$ cat src/rtl/lsu_pkg.sv
// rtl/lsu_pkg.sv - width codes and access legality for the load/store unit
package lsu_pkg;

  localparam logic [2:0] LS_B  = 3'b000;
  localparam logic [2:0] LS_H  = 3'b001;
  localparam logic [2:0] LS_W  = 3'b010;
  localparam logic [2:0] LS_BU = 3'b100;
  localparam logic [2:0] LS_HU = 3'b101;

  // Unsigned widths only exist for loads; unused codes are always illegal.
  function automatic logic ls_illegal(input logic [2:0] funct3, input logic is_store,
                                      input logic [1:0] addr_lo);
    logic bad;
    case (funct3)
      LS_B:    bad = 1'b0;
      LS_BU:   bad = is_store;
      LS_H:    bad = addr_lo[0];
      LS_HU:   bad = is_store | addr_lo[0];
      LS_W:    bad = |addr_lo;
      default: bad = 1'b1;
    endcase
    return bad;
  endfunction

endpackage

$ cat src/rtl/lsu_align.sv
// rtl/lsu_align.sv - byte-lane steering for stores and load extraction/extension
module lsu_align
  import lsu_pkg::*;
(
  input  logic [2:0]  funct3_i,
  input  logic        is_store_i,
  input  logic [1:0]  addr_lo_i,
  input  logic [31:0] store_data_i,
  input  logic [31:0] mem_rdata_i,
  output logic [3:0]  mem_be_o,
  output logic [31:0] mem_wdata_o,
  output logic [31:0] load_data_o,
  output logic        illegal_o
);

  logic [31:0] shifted;

  assign shifted   = mem_rdata_i >> {addr_lo_i, 3'b000};
  assign illegal_o = ls_illegal(funct3_i, is_store_i, addr_lo_i);

  always_comb begin
    mem_be_o    = 4'b1111;
    mem_wdata_o = store_data_i;
    load_data_o = shifted;
    case (funct3_i)
      LS_B: begin
        load_data_o = {{24{shifted[7]}}, shifted[7:0]};
        mem_wdata_o = {4{store_data_i[7:0]}};
        if (is_store_i) mem_be_o = 4'b0001 << addr_lo_i;
      end
      LS_BU: load_data_o = {24'h0, shifted[7:0]};
      LS_H: begin
        load_data_o = {{16{shifted[15]}}, shifted[15:0]};
        mem_wdata_o = {2{store_data_i[15:0]}};
        if (is_store_i) mem_be_o = 4'b0011 << addr_lo_i;
      end
      LS_HU: load_data_o = {16'h0, shifted[15:0]};
      default: ;
    endcase
  end

endmodule

$ cat src/rtl/lsu.sv
// rtl/lsu.sv - load/store unit: request capture, memory handshake FSM, load writeback
module lsu
  import lsu_pkg::*;
(
  input  logic        clk,
  input  logic        rst,
  input  logic        start,
  input  logic        isStore,
  input  logic [2:0]  funct3,
  input  logic [31:0] addr,
  input  logic [31:0] storeData,
  output logic        busy,
  output logic        done,
  output logic        err,
  output logic [31:0] loadResult,
  output logic        memReq,
  output logic        memWe,
  output logic [31:0] memAddr,
  output logic [31:0] memWData,
  output logic [3:0]  memBe,
  input  logic        memReady,
  input  logic [31:0] memRData
);

  typedef enum logic [1:0] {IDLE = 2'd0, REQ = 2'd1, DONE = 2'd2} state_e;

  state_e      state_q;
  logic        is_store_q;
  logic [2:0]  funct3_q;
  logic [31:0] addr_q;
  logic [31:0] store_data_q;
  logic [31:0] load_result_q;
  logic        err_q;

  logic        in_req;
  logic        sel_store;
  logic [2:0]  sel_funct3;
  logic [1:0]  sel_addr_lo;
  logic [31:0] sel_store_data;
  logic [3:0]  align_be;
  logic [31:0] align_wdata;
  logic [31:0] align_load;
  logic        align_illegal;

  assign in_req = (state_q == REQ);

  // One aligner serves both jobs: legality of a request being accepted
  // (live inputs) and lane steering of the request in flight (captured).
  assign sel_store      = in_req ? is_store_q        : isStore;
  assign sel_funct3     = in_req ? funct3_q          : funct3;
  assign sel_addr_lo    = in_req ? addr_q[1:0]       : addr[1:0];
  assign sel_store_data = in_req ? store_data_q      : storeData;

  lsu_align u_align (
    .funct3_i     (sel_funct3),
    .is_store_i   (sel_store),
    .addr_lo_i    (sel_addr_lo),
    .store_data_i (sel_store_data),
    .mem_rdata_i  (memRData),
    .mem_be_o     (align_be),
    .mem_wdata_o  (align_wdata),
    .load_data_o  (align_load),
    .illegal_o    (align_illegal)
  );

  always_ff @(posedge clk or posedge rst) begin
    if (rst) begin
      state_q       <= IDLE;
      is_store_q    <= 1'b0;
      funct3_q      <= 3'b000;
      addr_q        <= 32'h0;
      store_data_q  <= 32'h0;
      load_result_q <= 32'h0;
      err_q         <= 1'b0;
    end else begin
      case (state_q)
        REQ: begin
          if (memReady) begin
            load_result_q <= is_store_q ? 32'h0 : align_load;
            state_q       <= DONE;
          end
        end
        default: begin
          err_q <= 1'b0;
          if (start) begin
            is_store_q    <= isStore;
            funct3_q      <= funct3;
            addr_q        <= addr;
            store_data_q  <= storeData;
            load_result_q <= 32'h0;
            if (align_illegal) begin
              state_q <= DONE;
              err_q   <= 1'b1;
            end else begin
              state_q <= REQ;
            end
          end else begin
            state_q <= IDLE;
          end
        end
      endcase
    end
  end

  assign busy       = in_req;
  assign done       = (state_q == DONE);
  assign err        = err_q;
  assign loadResult = load_result_q;
  assign memReq     = in_req;
  assign memWe      = in_req & is_store_q;
  assign memBe      = in_req ? align_be : 4'b0000;
  assign memAddr    = {addr_q[31:2], 2'b00};
  assign memWData   = in_req ? align_wdata : store_data_q;

endmodule
$ cat config.mk
export PLATFORM = sky130hd
export DESIGN_NAME = lsu
export DESIGN_NICKNAME = d
export VERILOG_FILES = /design/src/rtl/lsu_pkg.sv /design/src/rtl/lsu_align.sv /design/src/rtl/lsu.sv
export SDC_FILE = /design/constraint.sdc
export NUM_CORES = 1
export LEC_CHECK = 0
export CORE_ASPECT_RATIO = 0.5
export CORE_UTILIZATION = 30
export CTS_BUF_LIST = sky130_fd_sc_hd__clkbuf_16
export CTS_CLUSTER_SIZE = 8
export DETAILED_ROUTE_END_ITERATION = 10
export PLACE_DENSITY = 0.69
export SKIP_LAST_GASP = 1
export SYNTH_ARGS = -nofsm -noshare
export SYNTH_HDL_FRONTEND = slang
export SYNTH_SLANG_ARGS = --single-unit
$ cat constraint.sdc
create_clock -name clk -period 4 [get_ports clk]
set_input_delay 0.4 -clock clk [delete_from_list [all_inputs] [get_ports clk]]
set_output_delay 0.4 -clock clk [all_outputs]
set_load 0.02 [all_outputs]
Word-level counts from Yosys, hierarchy flattened
Cells that the tools add are included.

storage, ports and cells
  register bits = 103

cells by class
  equal/unequal tests = 7
  shift-type cells = 3
  muxes and demuxes = 21
  bitwise logic cells = 3
  reductions and logical operators = 5

operators with widths
  operator                                              number
  2-to-1 mux 32 bit                                     5
  one-hot mux 32 bit (4 select lines)                   1
  one-hot mux 32 bit (2 select lines)                   1
  >> shifter 32 x 5 -> 32 bit                           1
  2-to-1 mux 4 bit                                      3
  2-to-1 mux 2 bit                                      5
  one-hot mux 4 bit (2 select lines)                    1
  equality test 3 bit (second input constant)           2
  one-hot mux 1 bit (5 select lines)                    1
  AND reduction 2 bit                                   2
  << shifter 1 x 2 -> 4 bit (first input constant)      1
  << shifter 2 x 2 -> 4 bit (first input constant)      1
  equality test 3 x 1 -> 1 bit (second input constant)  1
  equality test 3 x 2 -> 1 bit (second input constant)  1
  zero test 3 bit                                       1
  2-to-1 mux 1 bit                                      3
  2-to-1 mux 3 bit                                      1
  equality test 2 x 1 -> 1 bit (second input constant)  1
  equality test 2 bit (second input constant)           1
  inequality test 2 bit (second input constant)         1
  nonzero test 2 bit                                    1
  OR reduction 2 bit                                    1
  AND 1 bit                                             1
  inverter 1 bit                                        1
  OR 1 bit                                              1

Logic depth before layout (Yosys ltp)
  depth after elaboration = 7
  gate-level depth with buffers = 10
  gate-level depth less buffers = 7

Hierarchy
From an unflattened synthesis, not the netlist that was laid out.

second synthesis, totals
  cells, all modules = 753
  area, all modules = 6701.4 um^2

by module, submodules not included
  module     times used  cells an instance  area each (um^2)  seq. area each (um^2)
  lsu        1           574                5489.0            2577.5
  lsu_align  1           179                1212.4            0.0

Least setup slack after synthesis
OpenSTA, ideal clock, no wires.

  kind = flip-flop to flip-flop
  start point = reg state_q[1]
  end point = reg load_result_q[24] (netlist: loadResult[24])
  data arrival time = 2.143 ns
  required time = 3.875 ns
  slack = 1.732 ns
  cell stages (with the launch flop) = 9
  path buffers = 3
  period minus slack after synthesis = 2.268 ns
  cell sequence = dfrtp_1 -> nand2b_1 -> buf_4 -> inv_4 -> buf_2 -> mux2i_1 -> nor3b_4 -> buf_8 -> o31ai_2

between the ends
  longest elaborated chain between the ends = 7
  elaborated cells between the ends (all ways) = 15
  classes of those cells = 5 x eq/ne; 1 x shift; 6 x mux; 3 x reduce/logical

RTL lines
  what                                                  RTL line              source
  from (decl)                                           lsu.sv:27             state_e state_q;
  from (signal assigned)                                lsu.sv:68             state_q <= IDLE;
  from (signal assigned)                                lsu.sv:80             state_q <= DONE;
  from (signal assigned)                                lsu.sv:92             state_q <= DONE;
  equality test 2 x 1 -> 1 bit (*)                      lsu.sv:45             assign in_req = (state_q == REQ);
  named net busy                                        lsu.sv:12             output logic busy,
  2-to-1 mux 2 bit or 2-to-1 mux 3 bit (tied branches)  lsu.sv:51, lsu.sv:50
  >> shifter 32 x 5 -> 32 bit (tied with other cells)   lsu_align.sv:18       assign shifted = mem_rdata_i >> {addr_lo_i, 3'b000};
  one-hot mux 32 bit (4 select lines)                   lsu_align.sv:25       case (funct3_i)
  2-to-1 mux 32 bit                                     lsu.sv:79             load_result_q <= is_store_q ? 32'h0 : align_load;
  2-to-1 mux 32 bit                                     lsu.sv:78             if (memReady) begin
  2-to-1 mux 32 bit                                     lsu.sv:76             case (state_q)
  to (signal assigned)                                  lsu.sv:79
  to (decl)                                             lsu.sv:32             logic [31:0] load_result_q;

Mark *: on every way through the listed nets, which the timed path passes. The rest lies on a longest branch. The select of a mux whose other input is x is not followed.
A chain may end at the register's enable or synchronous reset.

Worst setup path in the final report
  start point = reg funct3_q[1]
  end point = out memWData[14]

between the ends
  longest elaborated chain between the ends = 4
  elaborated cells between the ends (all ways) = 5
  classes of those cells = 1 x eq/ne; 3 x mux; 1 x reduce/logical

RTL lines
  what                                                             RTL line         source
  from (decl)                                                      lsu.sv:29        logic [2:0] funct3_q;
  from (signal assigned)                                           lsu.sv:87        funct3_q <= funct3;
  2-to-1 mux 3 bit (*)                                             lsu.sv:50        assign sel_funct3 = in_req ? funct3_q : funct3;
  equality test 3 x 1 -> 1 bit or zero test 3 bit (tied branches)  lsu_align.sv:25
  one-hot mux 32 bit (2 select lines) (*)                          lsu_align.sv:25
  2-to-1 mux 32 bit (*)                                            lsu.sv:113       assign memWData = in_req ? align_wdata : store_data_q;
  to (decl)                                                        lsu.sv:19        output logic [31:0] memWData,

Mark *: on every way between the ends. The rest lies on a longest branch, timed or not.

==> impl_metrics.env <==
export IMPL_outcome="finished clean"
export IMPL_p_sw_frac=0.385
export IMPL_power_frac_clock=0.179
export IMPL_diodes=0
export IMPL_use_met2=0.276
export IMPL_rsz0062_at_grt="false"
export IMPL_dr_total_vias=4244
export IMPL_grt_max_degree=65
export IMPL_crit_chain="or4b_1 -> or3_1 -> mux2_2 -> clkdlybuf4s50_1"
export IMPL_h_tree_depth=3
export IMPL_nets=745
export IMPL_placed_cell_area_um2=7360
export IMPL_vias_per_cell=4.82
export IMPL_multiInputGateArea_um2=2330
export IMPL_cts_root_buf="clkbuf_16"
export IMPL_leakagePower_nw=3.16
export IMPL_clk_pin_slew_ns=0.08
export IMPL_power_frac_comb=0.490
export IMPL_routabilityCongestion=0.871
export IMPL_cts_max_path_buffers=2
export IMPL_synth_top_flop_cell="dfrtp_1"
export IMPL_drcViolationCount=0
export IMPL_met1_usage=0.209
export IMPL_cts_hold_buf=0
export IMPL_antenna_found_initial=0
export IMPL_fin_tns_setup_ns=0
export IMPL_core_um2=17400
export IMPL_wl_per_cell_um=17.0
export IMPL_drive_gt1_frac=0.200
export IMPL_firstDrtPassIters=6
export IMPL_ys_types=44
export IMPL_start_kind="flop"
export IMPL_cp_slowest_cell="clkdlybuf4s50_1"
export IMPL_wl_um=15000
export IMPL_clock_sinks=103
export IMPL_synth_warning_count=0
export IMPL_grt_usage=0.162
export IMPL_cp_end_kind="output pin"
export IMPL_syn2layout_area_growth_pct=42.7
export IMPL_power_per_cell_area_nw_per_um2=618
export IMPL_vdd_drop_max_mv=0.229
export IMPL_grt_busiest_layer="met2"
export IMPL_post_cts_buffers=0
export IMPL_drt_iter0_markers=278
export IMPL_period_needed_ns=3.18
export IMPL_synthCells=481
export IMPL_p_sw_mw=1.82
export IMPL_grt_pass1_wl_um=22900
export IMPL_fmax_ghz=0.315
export IMPL_clk_latency_ns=0.35
export IMPL_max_slew_margin=0.402
export IMPL_numPortBuffers=206
export IMPL_finalHoldViolations=0
export IMPL_cts_tree="yes"
export IMPL_p_total_mw=4.72
export IMPL_async_reset_ff_frac=1.00
export IMPL_initial_core_util=0.308
export IMPL_hpwlAfterDp_um=10900
export IMPL_yosysSeqAreaShare=0.481
export IMPL_reg2reg_slack_ns=1.19
export IMPL_cp_required_ns=3.60
export IMPL_cap_viol_max_count=0
export IMPL_seqCellArea_um2=2580
export IMPL_drtAntennaViolNets=0
export IMPL_seq_power_share=0.331
export IMPL_netlist_area_um2=5350
export IMPL_finClkSkew_ns=0.0123
export IMPL_drv_slew=0
export IMPL_p_int_mw=2.90
export IMPL_arrival_ns=2.78
export IMPL_worstHoldPathType="reg -> reg"
export IMPL_layout_common_cells="206 x clkdlybuf4s50_1, 103 x dfrtp_1, 80 x mux2_2"
export IMPL_post_route_period_util=0.794
export IMPL_tightestPinTransition_ns=0.896
export IMPL_synth_edff_count=0
export IMPL_yosys_register_bits=103
export IMPL_criticalPathCategory="reg -> out"
export IMPL_final_common_cell="clkdlybuf4s50_1"
export IMPL_grt_overflow=0
export IMPL_global_route_usage_met3=0.0404
export IMPL_die_area_um2=18400
export IMPL_finish_instance_area_um2=7640
export IMPL_path_max_fanout=8
export IMPL_die_y_um=96.5
export IMPL_dieWidth_um=191
export IMPL_setup_viol=0
export IMPL_final_fill_count=1629
export IMPL_cts_made_buffers=9
export IMPL_grt_pass1_vias=4114
export IMPL_io_pins=209
export IMPL_cts_repair_resized=0
export IMPL_max_stage_delay_ns=0.60
export IMPL_rows=34
export IMPL_avgSynthCellArea_um2=11.1
metal layers:
metal  part of all wire  routed length (um)  up-vias
li1                   -                   -     1994
met1               0.44                6560     2111
met2               0.49                7340      130
met3              0.065                 980        9
met4             0.0074                 111        0
met5                  0                   0        -
layout make-up:
cell class,instances,share of cell area
Multi-Input combinational cell,307,0.305
Sequential cell,103,0.337
Clock inverter,7,0.00655
Timing Repair Buffer,217,0.281
Clock buffer,9,0.0295
Tap cell,234,0.0383
Inverter,3,0.00213
cells in the mapped netlist, types with 3 or more instances:
| master | n | area share |
|---|---|---|
| clkbuf_1 | 20 | 0.014 |
| mux2_2 | 80 | 0.17 |
| dfrtp_1 | 103 | 0.48 |
| nand3_1 | 7 | 0.0065 |
| a32o_1 | 7 | 0.013 |
| o21ai_2 | 8 | 0.013 |
| nor2_1 | 16 | 0.011 |
| nand2_1 | 68 | 0.048 |
| a221o_1 | 8 | 0.015 |
| o31ai_1 | 8 | 0.011 |
| a21oi_1 | 14 | 0.013 |
| buf_2 | 5 | 0.0047 |
| buf_4 | 43 | 0.060 |
| o21ai_0 | 31 | 0.029 |
| mux2i_1 | 25 | 0.047 |
| nand2b_1 | 3 | 0.0035 |
kinds of logic (layout without fill, tap and decap cells):
| family | count (synthesis) | in the layout | synth area share |
|---|---|---|---|
| and+or+nand+nor | 108 | 108 | 0.0909 |
| other | 1 | 2 | 0.000700 |
| AOI/OAI and AO/OA | 89 | 89 | 0.118 |
| DFF | 103 | 103 | 0.481 |
| buffers and inverters | 72 | 236 | 0.0844 |
| muxes | 108 | 108 | 0.225 |
critical path: cells and delay by family (launching register included):
kind | cells | cell delay [ns]
buffers and inverters | 1 | 0.60
flip-flops | 1 | 0.40
multiplexers | 1 | 0.31
AND/OR/NAND/NOR | 2 | 1.11
state kept, by name (all words and copies together), names as in the netlist:
register      cells
store_data_q     32
is_store_q        1
addr_q           32
funct3_q          3
loadResult       32
state_q           2
err               1
power by group through the flow:
| stage | clock (mW) | sequential [mW] | combinational [mW] |
|---|---|---|---|
| after floorplan | 0 | 1.57 | 1.51 |
| after global placement | 0 | 1.57 | 2.30 |
| after detailed placement | 0 | 1.59 | 2.33 |
| after CTS | 0.882 | 1.57 | 2.34 |
| after global routing | 0.922 | 1.62 | 2.47 |
| final | 0.843 | 1.56 | 2.31 |
metrics by stage:
step | instances | worst slack [ns] | utilization | hold WS (ns)
after floorplan | 482 | 0.896 | - | 0.475
after global placement | 864 | 1.21 | 0.423 | 0.467
after detailed placement | 864 | 1.10 | 0.423 | 0.476
after CTS | 880 | 0.797 | 0.439 | 0.494
after global routing | 880 | 0.672 | 0.439 | 0.521
final | 880 | 0.822 | 0.439 | 0.490
final timing paths:
kind	start	end	cells past startpoint
worst max-delay path	funct3_q[1]	memWData[14]	4
max in group asynchronous	rst	store_data_q[14]	3
worst min register to register	loadResult[23]	loadResult[23]	2
worst min-delay path	loadResult[23]	loadResult[23]	2
worst max register to register	state_q[1]	loadResult[29]	7
min in group asynchronous	rst	addr_q[27]	2
Power figures use the tool's default switching activity.
